--- src/rtl/seg7_pkg.sv ---
// seg7_pkg: glyph table, scan state encoding and width helper for seg7_scan_ctrl
package seg7_pkg;
  typedef enum logic [1:0] {IDLE, BLANK, DRIVE} state_e;
  localparam logic [6:0] SEG_OFF = 7'h00;
  localparam logic [6:0] SEG_GLYPH [16] = '{
    7'h3F, 7'h06, 7'h5B, 7'h4F, 7'h66, 7'h6D, 7'h7D, 7'h07,
    7'h7F, 7'h6F, 7'h77, 7'h7C, 7'h39, 7'h5E, 7'h79, 7'h71
  };
  function automatic int clog2(input int v);
    int r;
    r = 1;
    while ((1 << r) < v) r++;
    return r;
  endfunction
endpackage

--- src/rtl/hex_to_seg7.sv ---
// hex_to_seg7: nibble to active-high {g,f,e,d,c,b,a} glyph
module hex_to_seg7
  import seg7_pkg::*;
(
  input  logic [3:0] nib_i,
  output logic [6:0] seg_o
);
  assign seg_o = SEG_GLYPH[nib_i];
endmodule

--- src/rtl/seg7_scan_ctrl.sv ---
// seg7_scan_ctrl: multiplexed seven-segment scanner with blanking gaps and frame-aligned double buffering
module seg7_scan_ctrl
  import seg7_pkg::*;
#(
  parameter int NUM_DIGITS   = 4,
  parameter int TICK_DIV     = 1000,
  parameter int BLANK_CYCLES = 16,
  parameter bit ACTIVE_LOW   = 1'b1
) (
  input  logic                    cin,
  input  logic                    rst,
  input  logic                    enable,
  input  logic [4*NUM_DIGITS-1:0] digits_in,
  input  logic [NUM_DIGITS-1:0]   dp_in,
  input  logic                    load,
  input  logic                    lz_blank,
  output logic                    load_ack,
  output logic                    frame_start,
  output logic [NUM_DIGITS-1:0]   an,
  output logic [6:0]              seg,
  output logic                    dp
);
  localparam int IW = clog2(NUM_DIGITS);
  localparam int CW = clog2(TICK_DIV);
  state_e state_q, state_d;
  logic [IW-1:0] idx_q, idx_d;
  logic [CW-1:0] cnt_q, cnt_d;
  logic [4*NUM_DIGITS-1:0] stage_q, stage_d, shadow_q, shadow_d;
  logic [NUM_DIGITS-1:0] stage_dp_q, stage_dp_d, shadow_dp_q, shadow_dp_d;
  logic pending_q, pending_d;
  logic slot_end, blank_end, boundary, all_zero, drive, dp_d;
  logic [NUM_DIGITS-1:0] lz_mask, an_d;
  logic [6:0] glyph, seg_d;
  hex_to_seg7 u_dec (.nib_i(shadow_q[4*idx_d +: 4]), .seg_o(glyph));
  always_comb begin
    slot_end  = cnt_q == CW'(TICK_DIV - 1);
    blank_end = cnt_q == CW'(BLANK_CYCLES - 1);
    boundary  = enable && (state_q == IDLE ||
                (state_q == DRIVE && slot_end && idx_q == IW'(NUM_DIGITS - 1)));
    state_d = !enable ? IDLE :
              state_q == IDLE ? BLANK :
              state_q == BLANK ? (blank_end ? DRIVE : BLANK) :
              (slot_end ? BLANK : DRIVE);
    idx_d = (!enable || state_q == IDLE) ? '0 :
            (state_q == DRIVE && slot_end) ? (idx_q == IW'(NUM_DIGITS - 1) ? '0 : idx_q + 1'b1) :
            idx_q;
    cnt_d = (state_d == IDLE || (state_d == BLANK && state_q != BLANK)) ? '0 : cnt_q + 1'b1;
    stage_d     = load ? digits_in : stage_q;
    stage_dp_d  = load ? dp_in : stage_dp_q;
    pending_d   = !boundary && (load || pending_q);
    // a load on the boundary itself bypasses staging so it shows this frame
    shadow_d    = (boundary && load) ? digits_in :
                  (boundary && pending_q) ? stage_q : shadow_q;
    shadow_dp_d = (boundary && load) ? dp_in :
                  (boundary && pending_q) ? stage_dp_q : shadow_dp_q;
    all_zero = 1'b1;
    for (int k = NUM_DIGITS - 1; k >= 0; k--) begin
      all_zero   = all_zero && shadow_q[4*k +: 4] == 4'h0;
      lz_mask[k] = lz_blank && all_zero && k != 0;
    end
    drive = state_d == DRIVE;
    an_d  = drive ? NUM_DIGITS'(1) << idx_d : '0;
    seg_d = (drive && !lz_mask[idx_d]) ? glyph : SEG_OFF;
    dp_d  = drive && shadow_dp_q[idx_d];
  end
  always_ff @(posedge cin or posedge rst) begin
    if (rst) begin
      state_q     <= IDLE;
      idx_q       <= '0;
      cnt_q       <= '0;
      stage_q     <= '0;
      stage_dp_q  <= '0;
      shadow_q    <= '0;
      shadow_dp_q <= '0;
      pending_q   <= 1'b0;
      load_ack    <= 1'b0;
      frame_start <= 1'b0;
      an          <= {NUM_DIGITS{ACTIVE_LOW}};
      seg         <= {7{ACTIVE_LOW}};
      dp          <= ACTIVE_LOW;
    end else begin
      state_q     <= state_d;
      idx_q       <= idx_d;
      cnt_q       <= cnt_d;
      stage_q     <= stage_d;
      stage_dp_q  <= stage_dp_d;
      shadow_q    <= shadow_d;
      shadow_dp_q <= shadow_dp_d;
      pending_q   <= pending_d;
      load_ack    <= boundary && (load || pending_q);
      frame_start <= boundary;
      an          <= an_d ^ {NUM_DIGITS{ACTIVE_LOW}};
      seg         <= seg_d ^ {7{ACTIVE_LOW}};
      dp          <= dp_d ^ ACTIVE_LOW;
    end
  end
endmodule
--- config.mk ---
export PLATFORM = sky130hd
export DESIGN_NAME = seg7_scan_ctrl
export DESIGN_NICKNAME = d
export VERILOG_FILES = /design/src/rtl/seg7_pkg.sv /design/src/rtl/hex_to_seg7.sv /design/src/rtl/seg7_scan_ctrl.sv
export SDC_FILE = /design/constraint.sdc
export NUM_CORES = 1
export LEC_CHECK = 0
export CAP_MARGIN = 20
export CORE_MARGIN = 1
export CORE_UTILIZATION = 45
export CTS_BUF_LIST = sky130_fd_sc_hd__clkbuf_8
export DETAILED_ROUTE_END_ITERATION = 16
export PLACE_DENSITY = 0.65
export SLEW_MARGIN = 20
export SYNTH_ARGS = -nofsm -noshare
export SYNTH_HDL_FRONTEND = slang
export SYNTH_SLANG_ARGS = --single-unit
--- constraint.sdc ---
create_clock -name cin -period 3.4 [get_ports cin]
set_input_delay 0.51 -clock cin [delete_from_list [all_inputs] [get_ports cin]]
set_output_delay 0.51 -clock cin [all_outputs]
set_load 0.005 [all_outputs]
* Word level (Yosys, flattened, before mapping) *
Memory sizes are Yosys's and may differ from the RTL's.
Index checks and enable logic that the tools add are counted.

storage, ports and cells
  register bits = 69
  bits in latches = 0
  RAM bits = 0
  ROM bits = 112
  bits of input ports = 25
  memories = 1

memories
  name              words  bits a word  rd ports  clocked after Yosys merged registers in  write ports  line              text
  (name not given)  16     7            1         0                                        0            hex_to_seg7.sv:8  assign seg_o = SEG_GLYPH[nib_i];

operators by class
  add/subtract/negate cells = 2
  $mul = 0
  divide/modulo/power cells = 0
  magnitude comparators = 2
  equality and inequality tests = 8
  shift operators = 2
  muxes and demuxes = 21
  bitwise gates (word level) = 4
  reductions and logical operators = 28

operator list
  operator                                                  count
  2-to-1 mux 16 bit                                         2
  2-to-1 mux 7 bit                                          3
  2-to-1 mux 2 bit                                          8
  variable part select 16 x 5 -> 4 bit                      1
  logical AND 1 bit                                         15
  logical NOT 4 bit                                         3
  2-to-1 mux 4 bit                                          3
  adder 10 x 1 -> 10 bit, second input constant             1
  equality test 10 bit, second input constant               1
  equality test 10 x 4 -> 1 bit, second input constant      1
  2-to-1 mux 10 bit                                         1
  inverter 7 bit                                            1
  equality test 2 bit, second input constant                3
  greater-or-equal comparator 5 bit, second input constant  1
  inverter 4 -> 5 bit                                       1
  binary-select mux 1 bit (select 2 bit)                    2
  equality test 2 x 1 -> 1 bit, second input constant       2
  logical NOT 2 bit                                         2
  logical OR 1 bit                                          4
  inverter 4 bit                                            1
  left shift 1 x 2 -> 4 bit, first input constant           1
  logical NOT 1 bit                                         3
  < comparator 2 x 3 -> 1 bit, second input constant        1
  adder 2 x 1 -> 2 bit, second input constant               1
  4 further kinds                                           5

* Depth between registers and ports, before layout *
Gate-level depths: netlist (run 1).

  depth in word-level cells = 11
  gate-level depth with buffers = 14

* Hierarchy *
From an unflattened synthesis (run 1), not the netlist that was laid out.

second synthesis, totals
  cell total of the unflattened synthesis = 246
  area, all modules = 3309.4 um^2

modules (own cells, without submodules)
  module          instances  cells each  area each (um^2)  sequential area each (um^2)
  seg7_scan_ctrl  1          213         3019.1            1741.7
  hex_to_seg7     1          33          290.3             0.0

* Least setup slack after synthesis (run 1) *
No wires, ideal clock.

  path type = flip-flop to flip-flop
  start point = register idx_q[0]
  end point = register seg[5]
  setup time = 0.083 ns
  data arrival time = 2.707 ns
  data required time = 3.317 ns
  slack = 0.609 ns
  cell stages (with the launch flop) = 14
  buffers on the path = 1
  clock period less this slack = 2.791 ns
  cells stage by stage = dfrtp_1 > ha_1 > and3b_1 > and4_4 > o31ai_4 > buf_6 > inv_2 > a21oi_1 > a32o_1 > inv_1 > ha_1 > inv_1 > mux2i_1 > a221o_1

between the ends
  word-level cells in the longest chain between the ends = 11
  elaborated cells between the ends (all ways) = 16
  those cells by class = add/sub (1); eq/ne (1); shift (1); mux (8); bitwise (2); reduce/logical (2); memory (1)

ends and longest elaborated chain
  element                                                      line                  text
  start, declared                                              seg7_scan_ctrl.sv:26  logic [IW-1:0] idx_q, idx_d;
  start signal, assigned                                       seg7_scan_ctrl.sv:83  idx_q <= idx_d;
  adder 2 x 1 -> 2 bit or equality test 2 bit (tied branches)  seg7_scan_ctrl.sv:45  (state_q == DRIVE && slot_end) ? (idx_q == IW'(NUM_DIGITS - 1) ? '0 : idx_q + 1'b1) :
  2-to-1 mux 2 bit (*) (2 in a row)                            seg7_scan_ctrl.sv:45
  2-to-1 mux 2 bit (*)                                         seg7_scan_ctrl.sv:44  idx_d = (!enable || state_q == IDLE) ? '0 :
  via idx_d[1]                                                 seg7_scan_ctrl.sv:26
  variable part select 16 x 5 -> 4 bit                         seg7_scan_ctrl.sv:34  hex_to_seg7 u_dec (.nib_i(shadow_q[4*idx_d +: 4]), .seg_o(glyph));
  inverter 4 -> 5 bit (not written as such)                    hex_to_seg7.sv:8
  memory read (16 x 7 bit)                                     --
  2-to-1 mux 7 bit (not written as such) (2 in a row)          hex_to_seg7.sv:8
  2-to-1 mux 7 bit (*)                                         seg7_scan_ctrl.sv:63  seg_d = (drive && !lz_mask[idx_d]) ? glyph : SEG_OFF;
  inverter 7 bit (no source line) (*)                          --
  end signal, assigned                                         seg7_scan_ctrl.sv:79  seg <= {7{ACTIVE_LOW}};
  end signal, assigned                                         seg7_scan_ctrl.sv:93  seg <= seg_d ^ {7{ACTIVE_LOW}};
  end, declared                                                seg7_scan_ctrl.sv:20  output logic [6:0] seg,

The timed path passes the listed nets; every way through them passes the cells marked *. The select of a mux whose other input is x is not followed.
A chain may end at the register's enable or synchronous reset.

* Worst setup path after layout (run 1) *
  start point = register idx_q[0]
  end point = register seg[3]

between the ends
  word-level cells in the longest chain between the ends = 11
  elaborated cells between the ends (all ways) = 16
  those cells by class = add/sub (1); eq/ne (1); shift (1); mux (8); bitwise (2); reduce/logical (2); memory (1)

ends and longest elaborated chain
  element                                                      line
  adder 2 x 1 -> 2 bit or equality test 2 bit (tied branches)  seg7_scan_ctrl.sv:45
  2-to-1 mux 2 bit                                             seg7_scan_ctrl.sv:45
  2-to-1 mux 2 bit (*)                                         seg7_scan_ctrl.sv:45
  2-to-1 mux 2 bit (*)                                         seg7_scan_ctrl.sv:44
  via idx_d[0]                                                 seg7_scan_ctrl.sv:26
  variable part select 16 x 5 -> 4 bit                         seg7_scan_ctrl.sv:34
  inverter 4 -> 5 bit (not written as such)                    hex_to_seg7.sv:8
  memory read (16 x 7 bit)                                     --
  2-to-1 mux 7 bit (not written as such) (2 in a row)          hex_to_seg7.sv:8
  2-to-1 mux 7 bit (*)                                         seg7_scan_ctrl.sv:63
  inverter 7 bit (no source line) (*)                          --

Marks and branches as above.

==> reports/qor.yml, run 1 <==
global_route:
  use_met2_pct: 27.5
  grt.total_usage_pct: 18.5
  gr-total-overflow: 0
  grt_pass1_wl_um: 10500
  grt_pass1_vias: 2124
  antenna_found_initial: 0
  met1_usage_pct: 25.9
  grt_util_met3_pct: 3.70
  grt_max_degree: 36
  grt.busiest_layer: "met2"
hold_path:
  hold_path_class: "in2async"
timing:
  period_share_pct: 92.2
  fmax_ghz: 0.319
  setup_tns_ns: 0
  post-route-min-period_ns: 3.13
  setup-violations-final: 0
  rsz0062_at_grt: "no"
  setup_ws_ns: 0.266
  tightest_slew_ns: 0.711
  hold_slack_ns: 0.414
  skew_ns: 0.0110
  final_max_slew_viol_count: 0
  maxSlewHeadroom_pct: 52.3
  hold_viol: 0
power_and_ir_drop:
  switching_share_pct: 25.0
  p_switching_uw: 518
  power_mw: 2.07
  seq_power_share_pct: 46.3
  p_leak_nw: 1.69
  clockPowerShare_pct: 38.5
  p_comb_share_pct: 15.2
  ir_drop_mv: 0.251
  p_int_mw: 1.55
  power_density_mw_per_mm2: 519
setup_path:
  crit_type: "reg2reg"
  crit_chain: "ha_1, or4b_1, o41ai_2, o21ai_2, clkinv_4, mux2i_1, ha_1, inv_1, nor3_1, a2111oi_2, a31oi_1"
  required_ns: 3.67
  worst-endpoint-arrival_ns: 3.40
  slowest_delay_ns: 0.55
  reg2reg_slack_ns: 0.27
  crit_buf_inv: 2
  path_max_fanout: 9
  slowest_stage: "or4b_1"
  crit_path_frequent_cell: "ha_1"
  cp-end-kind: "register"
  crit_family: "simple AND/OR/NAND/NOR gates"
  cp-start-kind: "register"
clock_network:
  cts_tree: "done"
  cts_setup_buffers: 0
  htreeDepth: 3
  cts_resized: 0
  cts_sinks: 69
  cts-root-buf: "clkbuf_8"
  clkTransAtPathRegs_ns: 0.07
  ctsHoldBuffers: 0
  clock_latency_ns: 0.34
  numCtsBuffers: 9
  cts_buffer_depth: 2
final_layout:
  drive_gt1_share_pct: 28.3
  fin_nets: 335
  diodes: 0
  area_growth_pct: 21.9
  fin_area_mm2: 0.00399
logic_synthesis:
  synthTopCellsByCount: "dfrtp_1 (57), mux2_2 (39), nand2_1 (18), nor2_1 (18)"
  synth_cell_types: 53
  synth_top_area_share_pct: 43.6
  synth_area_mm2: 0.00327
  yosysMostFrequentCell: "dfrtp_1"
  postSynthCellCount: 257
  yosys_warnings: 0
  syn_nets: 290
  syn_area_per_cell_um2: 12.7
  yosysSeqAreaShare_pct: 53.3
  ys_top_cells_by_area: "dfrtp_1 (44%), mux2_2 (13%), dfstp_2 (9.6%)"
  synth_flop_cell: "dfrtp_1"
  synth-seq-cells: 69
  yosys.area.top_type: "dfrtp_1"
  synth_edf_count: 0
  async_reset_ff_share_pct: 100
routing:
  vias: 2138
  routedWlPerCell_um: 14.7
  routed_wl_um: 5930
  drcViolationCount: 0
  dr.pass1.iters: 4
  first_iter_violations: 80
  drtAntennaViolNets: 0
  via_per_inst: 5.31
floorplan:
  core_mm2: 0.00691
  die_area_mm2: 0.00761
  io_pins: 39
  die_y_um: 87.3
  initial_core_util_pct: 47.4
  die_w_um: 87.3
  rows: 30
placed_design:
  placed_area_mm2: 0.00375
  hpwl_um: 4270
  place_worst_setup_slack_ns: 0.299
  gp_congestion: 0.847
  io_buffers: 38
job:
  maxCapViolations: 0
status:
  outcome: "finished clean"
[layout make-up]
type	count	area (µm²)
fill	575	2920
sequential	69	1740
multi-input combinational	169	1420
timing repair buffer	44	425
clock buffer	9	124
tap	96	120
clock inverter	7	115
inverter	9	38.8
[logic make-up after synthesis]
kind of cell               after synthesis  share of synthesized area, %
AOI/OAI and AO/OA                       28                          7.35
xor gates and xnor gates                 9                          2.41
DFF                                     69                          53.3
muxes                                   53                          18.5
adders and majority gates                8                          3.06
buffers and inverters                   19                          3.29
and+or+nand+nor                         71                          12.2
[worst reg2reg max path, cell delays in order (launching register included)]
cell       delay, ns
dfrtp_1         0.42
ha_1            0.22
or4b_1          0.55
o41ai_2         0.26
o21ai_2         0.15
clkinv_4        0.14
mux2i_1         0.50
ha_1            0.29
inv_1           0.08
nor3_1          0.23
a2111oi_2       0.07
a31oi_1         0.16
[registers in the layout (all words and copies together) (netlist names)]
register / cells
an: 4
cnt_q: 10
dp: 1
frame_start: 1
idx_q: 2
load_ack: 1
pending_q: 1
seg: 7
shadow_dp_q: 4
shadow_q: 16
stage_dp_q: 4
stage_q: 16
state_q: 2
[layer usage]
layer  wire, µm  share of wire, %
met2       2670                45
met5          0                 0
met3        182               3.1
met1       2940                50
met4        138               2.3
[power groups by stage]
stage | clock network, mW | logic [mW] | registers [mW]
after global routing | 0.851 | 0.348 | 0.969
after global placement | 0 | 0.308 | 0.975
after detailed placement | 0 | 0.315 | 0.976
after CTS | 0.808 | 0.317 | 0.959
after floorplan | 0 | 0.244 | 0.951
final | 0.797 | 0.314 | 0.959
[layout by cell type, fill, tap and decap left out, types with 6 or more instances in the layout]
cell,count
clkbuf_8,9
xnor2_1,7
clkdlybuf4s50_1,38
a31oi_1,6
mux2_2,39
ha_1,8
dfrtp_1,57
nand2_1,18
buf_4,6
inv_1,8
mux2i_1,12
nor2_1,18
dfstp_2,12
[path summary, 6_finish.rpt]
| kind | cells past startpoint | end | start |
|---|---|---|---|
| worst max-delay path | 11 | seg[3] | idx_q[0] |
| worst min-delay path | 2 | stage_q[10] | rst |
| worst max register to register | 11 | seg[3] | idx_q[0] |
| worst min register to register | 1 | cnt_q[0] | cnt_q[0] |
| max in group asynchronous | 3 | dp | rst |
| min in group cin | 1 | cnt_q[0] | cnt_q[0] |
[stage by stage]
| step | utilization (%) | instances |
|---|---|---|
| 3_5_place_dp | 54.3 | 387 |
| 3_3_place_gp | 54.3 | 387 |
| 5_1_grt | 57.7 | 403 |
| 6_report | 57.7 | 403 |
| 4_1_cts | 57.7 | 403 |
| 2_1_floorplan | - | 257 |
(Power assumes the default switching activity.)
==> run 2, diff against run 1 <==
CORE_MARGIN = default   (was 1)
==> results of run 2 <==
No change in the layout: final DEF, timing and power equal those of run 1.
==> run 3, diff against run 2 <==
GPL_TIMING_DRIVEN = 0   (was default)
RECOVER_POWER = 100   (was default)
==> run 3 against run 2 <==
- fmax decreased by 2.9%
- critical path depth did not move
- clock power down 8.4%
- power shrank 3.4%
- flip-flop and latch count unchanged
- hold slack improved by 0.047 ns
- sequential power barely moved
- utilization barely moved
- design area barely moved
- critical endpoint unchanged
- largest cell class unchanged
- highest routed layer unchanged
==> reports/qor.yml, run 3 (synthesis gave the netlist of run 1 again) <==
status:
  outcome: "finished clean"
power_and_ir_drop:
  p_int_mw: 1.49
  seq_power_share_pct: 47.9
  p_switching_uw: 508
  ir_drop_mv: 0.308
  p_comb_share_pct: 15.6
  power_mw: 2.00
  power_density_mw_per_mm2: 502
  clockPowerShare_pct: 36.5
  switching_share_pct: 25.4
  p_leak_nw: 1.66
final_layout:
  area_growth_pct: 21.8
  final_common_cell: "dfrtp_1"
  diodes: 0
  top_regs: "shadow_q (16), stage_q (16), cnt_q (10)"
  mostFrequentLayoutCells: "dfrtp_1 (57), mux2_2 (25), clkdlybuf4s50_1 (22)"
  fin_area_mm2: 0.00398
  fillers: 610
  utilization_pct: 57.7
  fin_nets: 340
  drive_gt1_share_pct: 23.4
global_route:
  grt_max_degree: 46
  antenna_found_initial: 0
  gr-total-overflow: 0
  grt_pass1_wl_um: 10100
  grt.total_usage_pct: 17.8
  grt_pass1_vias: 2093
timing:
  setup-violations-final: 0
  fmax_ghz: 0.310
  tightest_slew_ns: 1.07
  post-route-min-period_ns: 3.23
  period_share_pct: 95.0
  skew_ns: 0.00962
  maxSlewHeadroom_pct: 28.8
  final_max_slew_viol_count: 0
  hold_viol: 0
  setup_ws_ns: 0.172
  rsz0062_at_grt: "no"
floorplan:
  rows: 30
  die_y_um: 87.3
  io_pins: 39
  die_w_um: 87.3
  core_mm2: 0.00691
  die_area_mm2: 0.00761
  initial_core_util_pct: 47.4
routing:
  drtAntennaViolNets: 0
  routed_wl_um: 5900
  vias: 2112
  via_per_inst: 5.18
  dr.pass1.iters: 4
  first_iter_violations: 41
  drcViolationCount: 0
  routedWlPerCell_um: 14.5
setup_path:
  reg2reg_slack_ns: 0.17
  slowest_stage: "mux2i_1"
  cp-start-kind: "register"
  slowest_delay_ns: 0.58
  crit_path_frequent_cell: "ha_1"
  required_ns: 3.66
  r2r_cells: 11
  worst-endpoint-arrival_ns: 3.49
  reg2reg_from: "idx_q[0]"
  cp-end-kind: "register"
  path_max_fanout: 9
  r2r_end: "seg[3]"
  crit_type: "reg2reg"
  crit_chain: "ha_1, or4b_1, o41ai_2, o21ai_2, clkinv_4, mux2i_1, ha_1, inv_1, nor3_1, a2111oi_2, a31oi_1"
  crit_family: "simple AND/OR/NAND/NOR gates"
  crit_buf_inv: 2
clock_network:
  cts_resized: 0
  cts-root-buf: "clkbuf_8"
  clkTransAtPathRegs_ns: 0.07
  htreeDepth: 3
  cts_setup_buffers: 0
  cts_tree: "done"
  clock_latency_ns: 0.34
  cts_sinks: 69
  cts_buffer_depth: 2
  ctsHoldBuffers: 0
  numCtsBuffers: 9
placed_design:
  gp_congestion: 0.775
  hpwl_um: 4250
  place_worst_setup_slack_ns: 0.201
  placed_area_mm2: 0.00380
  io_buffers: 38
job:
  maxCapViolations: 0
hold_path:
  hold_depth: 1
  hold_path_class: "reg2reg"
  worstHoldStart: "cnt_q[0]"
  holdPathEnd: "cnt_q[0]"
==> run 3: cell types whose count changed in the layout (fill, tap and decap cells not counted), moves of 2 or more <==
| cell | before | now |
|---|---|---|
| buf_2 | 0 | 2 |
| buf_4 | 6 | 1 |
| buf_6 | 0 | 3 |
| clkbuf_1 | 0 | 4 |
| clkdlybuf4s50_1 | 38 | 22 |
| dlygate4sd3_1 | 0 | 16 |
| mux2_1 | 0 | 14 |
| mux2_2 | 39 | 25 |
==> run 3: cell type report <==
type | instances | area [µm²] | share of cell area [%]
plain buffers | 10 | 66.3 | 1.66
clock buffers | 10 | 138 | 3.45
clock inverters | 6 | 80.1 | 2.01
inverters | 9 | 40.0 | 1.01
multi-input cells | 169 | 1410 | 35.5
flip-flops and latches | 69 | 1740 | 43.7
well taps | 96 | 120 | 3.02
repair buffers | 39 | 385 | 9.67
==> run 3: worst max path at each step <==
stage | start | endpoint | slack (ns) | cells after the start
4_1_cts | idx_q[0] | seg[3] | 0.17 | 11
5_1_grt | idx_q[0] | seg[3] | 0.005 | 11
2_1_floorplan | idx_q[0] | seg[5] | 0.61 | 13
3_3_place_gp | rst | stage_q[3] | -0.003 | 2
6_report | idx_q[0] | seg[3] | 0.17 | 11
3_5_place_dp | idx_q[0] | seg[3] | 0.20 | 11
==> run 3: routing by layer <==
layer	share of wire [%]	wire [µm]	GRT usage, %
met1	49	2870	23.5
met2	46	2740	27.7
met3	3.4	200	4.83
met4	1.6	95	7.60
met5	0	0	0
==> run 3: metrics by stage <==
stage	hold WS (ns)	cells	setup TNS [ns]
5_1_grt	0.478	408	0
3_5_place_dp	0.455	392	0
3_3_place_gp	0.446	391	-0.0369
6_report	0.461	408	0
2_1_floorplan	0.425	257	0
4_1_cts	0.465	408	0
==> run 3: power groups by stage <==
stage          sequential [mW]  combinational (mW)  clock [mW]
6_report                 0.958               0.311       0.730
5_1_grt                  0.968               0.346       0.785
4_1_cts                  0.961               0.328       0.749
3_5_place_dp             0.976               0.325           0
3_3_place_gp             0.974               0.311           0
2_1_floorplan            0.951               0.244           0
